`config.mk`:
```
export PLATFORM = sky130hd
export DESIGN_NAME = datapath_core_flat
export DESIGN_NICKNAME = d
export VERILOG_FILES = /design/src/rtl/datapath_core_if.sv /design/src/rtl/datapath_core.sv /design/src/flat_wrapper.sv
export SDC_FILE = /design/constraint.sdc
export NUM_CORES = 1
export LEC_CHECK = 0
export CAP_MARGIN = 20
export CORE_ASPECT_RATIO = 1.25
export CORE_MARGIN = 4
export CORE_UTILIZATION = 60
export CTS_BUF_LIST = sky130_fd_sc_hd__clkbuf_2 sky130_fd_sc_hd__clkbuf_4 sky130_fd_sc_hd__clkbuf_8
export CTS_CLUSTER_DIAMETER = 200
export DETAILED_ROUTE_END_ITERATION = 10
export GPL_TIMING_DRIVEN = 0
export PLACE_DENSITY = 0.81
export SYNTH_ARGS = -nofsm -noshare
export SYNTH_HDL_FRONTEND = slang
export SYNTH_SLANG_ARGS = --single-unit
export TNS_END_PERCENT = 10
```
`constraint.sdc`:
```
create_clock -name CLK -period 11.4 [get_ports CLK]
set_input_delay 3.42 -clock CLK [delete_from_list [all_inputs] [get_ports CLK]]
set_output_delay 3.42 -clock CLK [all_outputs]
set_load 0.01 [all_outputs]
```
`src/rtl/datapath_core_if.sv`:
```
// rtl/datapath_core_if.sv - control, data and observation signals of the datapath slice
interface datapath_core_if;
  logic [15:0] instruction;
  logic        IRWrite;
  logic        regWrite;
  logic [15:0] dataWrite;
  logic        DOrS;
  logic        ALUSrcA;
  logic        ALUSrcB;
  logic [2:0]  ALUOp;
  logic [1:0]  numBits;
  logic [1:0]  immShift;
  logic [15:0] PC;
  logic [15:0] ir;
  logic [15:0] A;
  logic [15:0] B;
  logic [15:0] immGen;
  logic [15:0] ALUOut;
  logic        zero;

  // Control unit / memory side drives selects and data, observes datapath state
  modport master (
    output instruction, IRWrite, regWrite, dataWrite, DOrS, ALUSrcA, ALUSrcB,
    output ALUOp, numBits, immShift, PC,
    input  ir, A, B, immGen, ALUOut, zero
  );

  // Datapath side
  modport slave (
    input  instruction, IRWrite, regWrite, dataWrite, DOrS, ALUSrcA, ALUSrcB,
    input  ALUOp, numBits, immShift, PC,
    output ir, A, B, immGen, ALUOut, zero
  );
endinterface

```
`src/rtl/datapath_core.sv`:
```
// rtl/datapath_core.sv - 16-bit multicycle datapath slice: IR, 16x16 regfile, immediate generator, registered ALU
module datapath_core (
  input  logic              CLK,
  input  logic              reset,
  datapath_core_if.slave    bus
);

  logic [15:0] ir_q;
  logic [15:0] rf_q [16];
  logic [15:0] alu_out_q;
  logic [15:0] alu_d;

  logic [3:0]  rd;
  logic [3:0]  rs0;
  logic [3:0]  rs1;
  logic [11:0] din;
  logic [15:0] imm_field;
  logic [15:0] imm_val;
  logic [15:0] rd_a;
  logic [15:0] rd_b;
  logic [15:0] op_x;
  logic [15:0] op_y;

  // Operand fields come from the current IR; the write target uses the IR held before any load on the same edge
  assign rd   = ir_q[11:8];
  assign rs0  = bus.DOrS ? ir_q[11:8] : ir_q[7:4];
  assign rs1  = ir_q[3:0];
  assign din  = ir_q[11:0];

  assign rd_a = rf_q[rs0];
  assign rd_b = rf_q[rs1];

  // Select and extend the immediate field; code 11 is the only zero-extended form
  always_comb begin
    imm_field = '0;
    case (bus.numBits)
      2'b00:   imm_field = {{12{din[3]}}, din[3:0]};
      2'b01:   imm_field = {{8{din[7]}}, din[7:0]};
      2'b10:   imm_field = {{4{din[11]}}, din[11:0]};
      default: imm_field = {8'h00, din[7:0]};
    endcase
  end

  assign imm_val = imm_field << {bus.immShift, 2'b00};

  assign op_x = bus.ALUSrcA ? rd_a : bus.PC;
  assign op_y = bus.ALUSrcB ? imm_val : rd_b;

  // ALU result computed every cycle; shifts use only the low nibble of Y
  always_comb begin
    alu_d = '0;
    case (bus.ALUOp)
      3'b000:  alu_d = op_x + op_y;
      3'b001:  alu_d = op_x - op_y;
      3'b010:  alu_d = op_x & op_y;
      3'b011:  alu_d = op_x | op_y;
      3'b100:  alu_d = op_x ^ op_y;
      3'b101:  alu_d = op_x << op_y[3:0];
      3'b110:  alu_d = $signed(op_x) >>> op_y[3:0];
      default: alu_d = {15'd0, ($signed(op_x) < $signed(op_y))};
    endcase
  end

  // IR load, regfile write and unconditional ALU result register
  always_ff @(posedge CLK or negedge reset) begin
    if (!reset) begin
      ir_q      <= '0;
      alu_out_q <= '0;
      for (int i = 0; i < 16; i++) begin
        rf_q[i] <= '0;
      end
    end else begin
      alu_out_q <= alu_d;
      if (bus.IRWrite) begin
        ir_q <= bus.instruction;
      end
      if (bus.regWrite) begin
        rf_q[rd] <= bus.dataWrite;
      end
    end
  end

  assign bus.ir     = ir_q;
  assign bus.A      = rd_a;
  assign bus.B      = rd_b;
  assign bus.immGen = imm_val;
  assign bus.ALUOut = alu_out_q;
  assign bus.zero   = (alu_out_q == 16'd0);

endmodule

```
`src/flat_wrapper.sv`:
```
// flat-port wrapper written by rule: the top's interface ports become plain ports
module datapath_core_flat 
  (CLK, reset, bus_instruction, bus_IRWrite, bus_regWrite, bus_dataWrite, bus_DOrS, bus_ALUSrcA, bus_ALUSrcB, bus_ALUOp, bus_numBits, bus_immShift, bus_PC, bus_ir, bus_A, bus_B, bus_immGen, bus_ALUOut, bus_zero);
  datapath_core_if bus_i ();
  input  logic CLK;
  input  logic reset;
  input wire logic [$bits(bus_i.instruction)-1:0] bus_instruction;
  input wire logic [$bits(bus_i.IRWrite)-1:0] bus_IRWrite;
  input wire logic [$bits(bus_i.regWrite)-1:0] bus_regWrite;
  input wire logic [$bits(bus_i.dataWrite)-1:0] bus_dataWrite;
  input wire logic [$bits(bus_i.DOrS)-1:0] bus_DOrS;
  input wire logic [$bits(bus_i.ALUSrcA)-1:0] bus_ALUSrcA;
  input wire logic [$bits(bus_i.ALUSrcB)-1:0] bus_ALUSrcB;
  input wire logic [$bits(bus_i.ALUOp)-1:0] bus_ALUOp;
  input wire logic [$bits(bus_i.numBits)-1:0] bus_numBits;
  input wire logic [$bits(bus_i.immShift)-1:0] bus_immShift;
  input wire logic [$bits(bus_i.PC)-1:0] bus_PC;
  output wire logic [$bits(bus_i.ir)-1:0] bus_ir;
  output wire logic [$bits(bus_i.A)-1:0] bus_A;
  output wire logic [$bits(bus_i.B)-1:0] bus_B;
  output wire logic [$bits(bus_i.immGen)-1:0] bus_immGen;
  output wire logic [$bits(bus_i.ALUOut)-1:0] bus_ALUOut;
  output wire logic [$bits(bus_i.zero)-1:0] bus_zero;
  assign bus_i.instruction = bus_instruction;
  assign bus_i.IRWrite = bus_IRWrite;
  assign bus_i.regWrite = bus_regWrite;
  assign bus_i.dataWrite = bus_dataWrite;
  assign bus_i.DOrS = bus_DOrS;
  assign bus_i.ALUSrcA = bus_ALUSrcA;
  assign bus_i.ALUSrcB = bus_ALUSrcB;
  assign bus_i.ALUOp = bus_ALUOp;
  assign bus_i.numBits = bus_numBits;
  assign bus_i.immShift = bus_immShift;
  assign bus_i.PC = bus_PC;
  assign bus_ir = bus_i.ir;
  assign bus_A = bus_i.A;
  assign bus_B = bus_i.B;
  assign bus_immGen = bus_i.immGen;
  assign bus_ALUOut = bus_i.ALUOut;
  assign bus_zero = bus_i.zero;
  datapath_core u_core (.CLK(CLK), .reset(reset), .bus(bus_i));
endmodule
```
### Word-level counts from Yosys, hierarchy flattened

Index checks and enable logic that the tools add are counted.

* memories: 0
* output and inout port bits: 81
* memory bits (writable): 0
* latch bits: 0
* ROM bits: 0
* word-level logic and storage cells: 60
* bits in registers: 288
* input bits: 62

* mux-type cells: 14
* eq/ne operators: 8
* order comparisons: 5
* divide/modulo/power cells: 0
* add/sub/neg operators: 2
* shift operators: 3
* $mul: 0
* bitwise logic cells: 6
* reduce and logical (&&, ||, !) cells: 4

Operators by type and width (count)
* 256-bit bitwise mux: 1
* 16-bit binary-select mux with 4-bit select: 2
* 16-bit two-way mux: 7
* 16-bit case mux with 7 select lines: 1
* 16-bit demux with 4-bit select: 1
* 16-bit case mux with 3 select lines: 1
* 16-bit by 4-bit left shift with 16-bit output: 2
* 16-bit adder: 1
* 16-bit bitwise AND: 1
* 16-bit logical NOT: 1
* 16-bit < comparator: 1
* 16-bit bitwise OR: 1
* 16-bit by 4-bit >>> shifter with 16-bit output: 1
* 16-bit subtractor: 1
* 16-bit XOR: 1
* 5-bit greater-or-equal comparator (second input constant): 3
* 4-bit inverter with 5-bit output: 3
* 3-bit equality test (second input constant): 3
* 3-bit by 2-bit equality test with 1-bit output (second input constant): 2
* 5-bit by 1-bit < comparator with 1-bit output (second input constant): 1
* 4-bit two-way mux: 1
* 3-bit by 1-bit equality test with 1-bit output (second input constant): 1
* 3-bit logical NOT: 1
* 2-bit by 1-bit equality test with 1-bit output (second input constant): 1
* other kinds (3): 3

### Longest topological paths before layout

* depth in word-level cells: 8
* depth in mapped cells: 22
* depth with buffers taken out: 18

### Worst setup path after synthesis

No wires, ideal clock.

* kind: input to output
* start: input port bus_DOrS
* end: output port bus_A[15]
* arrival time: 5.082 ns
* stages on the path: 8
* data required time: 7.980 ns
* slack: 2.898 ns
* path through: buf_6 > mux2_4 > buf_6 > buf_6 > buf_4 > mux2_2 > o22ai_1 > nor4_1

* longest elaborated chain between the ends: 5

Ends and longest elaborated chain
* from (decl): line flat_wrapper.sv:11 `input wire logic [$bits(bus_i.DOrS)-1:0] bus_DOrS;`
* 4-bit two-way mux: line datapath_core.sv:26 `assign rs0 = bus.DOrS ? ir_q[11:8] : ir_q[7:4];`
* 4-bit inverter with 5-bit output (not written as such): line datapath_core.sv:30 `assign rd_a = rf_q[rs0];`
* 16-bit binary-select mux with 4-bit select: line datapath_core.sv:30
* 16-bit two-way mux (not written as such) (2 in series): line datapath_core.sv:30
* to (decl): line flat_wrapper.sv:19 `output wire logic [$bits(bus_i.A)-1:0] bus_A;`

No other way between the ends. The select of a mux whose other input is x is not followed.

### Final worst setup path

Ends and elaborated chain as after synthesis.

==> impl_metrics.env <==
export IMPL_critical_path_cell_chain="buf_6 -> and3b_1 -> o21ai_0 -> clkbuf_1 -> o22ai_1 -> nor4_1 -> clkdlybuf4s50_1"
export IMPL_setup_viol=0
export IMPL_htree_levels=2
export IMPL_rows=73
export IMPL_place_gp_congestion=1.06
export IMPL_first_iter_violations=1942
export IMPL_path_delay_family="buffers and inverters"
export IMPL_synth_seq_cells=288
export IMPL_dp_hpwl_um=53600
export IMPL_synth_avg_cell_area_sq_um=11.4
export IMPL_utilization_pct=70.4
export IMPL_rr_endpoint="u_core.bus.ALUOut[13]"
export IMPL_fin_crit_sh_pct=92.5
export IMPL_syn_nets=1817
export IMPL_min_from="u_core.bus.ir[13]"
export IMPL_crit_buf_inv=3
export IMPL_initial_core_util_pct=61.0
export IMPL_core_sq_um=31900
export IMPL_hold_path_endpoint="u_core.bus.ir[13]"
export IMPL_die_height_um=209
export IMPL_reg2reg_depth=18
export IMPL_post_cts_buffers=0
export IMPL_vdd_drop_max_mv=0.157
export IMPL_viasPerCell=7.18
export IMPL_hold_viol=0
export IMPL_grt_max_degree=130
export IMPL_rsz0062_at_grt="no"
export IMPL_cts_tree="done"
export IMPL_setup_worst_path_start="bus_DOrS"
export IMPL_drc_errors=0
export IMPL_min_path_type="reg2reg"
export IMPL_num_vias=16900
export IMPL_mostFrequentLayoutCell="mux2_2"
export IMPL_synth_edf_count=0
export IMPL_placed_area_sq_um=21400
export IMPL_antenna_left=0
export IMPL_yosysWarnings=0
export IMPL_slew_headroom_pct=22.6
export IMPL_clk_latency_ps=620
export IMPL_cts_buffer_depth=3
export IMPL_synth_top_area_share_pct=37.0
export IMPL_fmax_mhz=94.9
export IMPL_cts_made_buffers=46
export IMPL_globalRouteTotalUtil_pct=41.6
export IMPL_first_global_vias=17200
export IMPL_grt_antenna_before_repair=0
export IMPL_fin_area_sq_um=22400
export IMPL_fin_skew_ps=33.7
export IMPL_yosys_area_top_type="dfrtp_1"
export IMPL_mappedNetlistArea_sq_um=19500
export IMPL_nets=2012
export IMPL_synthCells=1704
export IMPL_worstMarginPinSlew_ps=1150
export IMPL_root_buffer="clkbuf_8"
export IMPL_critPathCaptureType="output pin"
export IMPL_wire_per_inst_um=31.7
export IMPL_setup_ws_ps=859
export IMPL_die_width_um=169
export IMPL_grt_pass1_wl_um=110000
export IMPL_dr_pass1_iters=6
export IMPL_cts_sinks=288
export IMPL_yosysSeqAreaShare_pct=37.0
export IMPL_cp_start_kind="input pin"
export IMPL_path_clk_slew_ps=60
export IMPL_maxSlewViolCount=0
export IMPL_hold_buffers=0
export IMPL_finalSetupTns_ps=0
export IMPL_io_buffers=135
export IMPL_cpMaxStageDelayCell="nor4_1"
export IMPL_period_minus_slack_ps=10540
export IMPL_pre_cts_slack_ps=781
export IMPL_path_class="in2out"
export IMPL_dieArea_sq_um=35400
export IMPL_p_leak_nw=9.51
export IMPL_critPathArrivalTime_ps=7120
export IMPL_r2r_start="u_core.bus.ir[0]"
export IMPL_post_cts_resized=0
export IMPL_final_cell_mix="mux2_2, dfrtp_1, mux2i_1"
export IMPL_nFillCells=2277
export IMPL_critPathMaxStageDelay_ps=1020
export IMPL_yosysUniqueCellTypes=84
export IMPL_r2r_slack_ps=4030
export IMPL_synthArstFlopShare_pct=100
export IMPL_drt_wl_total_um=74500
export IMPL_areaGrowthSynthToFinish_pct=15.4
export IMPL_globalRoute_totalOverflow=0
export IMPL_drive_above_1_share_pct=28.5
export IMPL_synth_ff_type="dfrtp_1"
export IMPL_netlist_top_cells_area="dfrtp_1, mux2_2, mux4_2, mux2i_1, ha_1"
export IMPL_powerDensity_nw_per_um2=223
export IMPL_cp_max_fo=10
export IMPL_status="completed"
export IMPL_hold_path_depth=1
export IMPL_pin_count=143
export IMPL_max_cap_viol_count=0
export IMPL_worstPathRequired_ps=7980
## registers in the layout (all words and copies together), names as in the netlist
register / count
u_core.bus.ir: 16
u_core.bus.ALUOut: 16
u_core.rf_q: 256
## synthesized netlist by cell type, types with 10 or more instances
library cell / number
buf_6: 12
o22ai_1: 62
mux2i_1: 142
nand2b_1: 14
buf_1: 22
mux2_2: 296
nor2_1: 80
mux4_2: 84
or3_1: 11
xnor2_1: 10
a21oi_1: 51
a211oi_1: 14
o21ai_0: 64
clkbuf_1: 80
buf_2: 21
nand2_1: 79
dfrtp_1: 288
o211ai_1: 23
ha_1: 49
a221oi_1: 10
inv_1: 50
nor3_1: 18
nand3_1: 18
## stage by stage
stage | total power, W | instances | hold slack (ps)
after floorplan | 0.00313 | 1704 | 490
after global placement | 0.00389 | 2251 | 490
after detailed placement | 0.00397 | 2257 | 498
after CTS | 0.00493 | 2338 | 511
after global routing | 0.00521 | 2344 | 536
final | 0.00502 | 2347 | 511
## power by group
part / leakage (nW) / internal (W) / switching, W
clock network: 0.511 / 0.000500 / 0.000442
logic: 5.49 / 0.00112 / 0.00124
registers: 3.51 / 0.00140 / 0.000316
## worst register-to-register path, cell delays in order (launching register included)
cell and delay [ps]:
dfrtp_1 350, buf_2 250, buf_4 300, buf_2 420, buf_1 770, mux4_2 620, mux4_2 590, nand2_1 110
a21boi_0 750, ha_1 430, nor2b_1 180, a22o_1 180, a311oi_1 550, a21oi_1 220, o221ai_1 250, o21ai_0 210
xnor2_1 160, o21ai_0 720, a221o_1 270
## area by class of cell
cell class,count,area (sq um),share of cell area [%]
Clock inverter,10,76.3,0.340
Buffer,139,653,2.91
Inverter,54,203,0.903
Antenna cell,3,7.51,0.0334
Clock buffer,71,890,3.96
Tap cell,412,515,2.30
Timing Repair Buffer,147,1500,6.69
Multi-Input combinational cell,1223,11400,50.8
Sequential cell,288,7210,32.1
## routing by layer
metal	routed length, um	vias to the layer above	track usage (%)
met1	25200	8366	48.7
met3	7140	412	9.06
met4	7350	0	31.5
met5	0	-	0
li1	-	6877	-
met2	34800	1195	66.7
## cell families after synthesis
logic type / Yosys count / synth area share [%]
AO/OA/AOI/OAI: 331 / 11.5
XOR/XNOR: 12 / 0.540
adder cells (fa/ha/maj): 51 / 3.36
buffers and inverters: 193 / 4.40
flip-flops: 288 / 37.0
multiplexers: 537 / 35.6
AND/OR/NAND/NOR: 292 / 7.58
## worst max path at each step
stage / to / slack [ps] / depth (start not counted)
6_report: bus_A[15] / 860 / 7
5_1_grt: bus_A[15] / 900 / 8
4_1_cts: bus_A[15] / 790 / 7
3_5_place_dp: bus_A[15] / 780 / 7
3_3_place_gp: u_core.rf_q[200] / -5010 / 1
2_1_floorplan: bus_A[15] / 2900 / 8
Note: power is estimated with default switching activity, not from simulation.
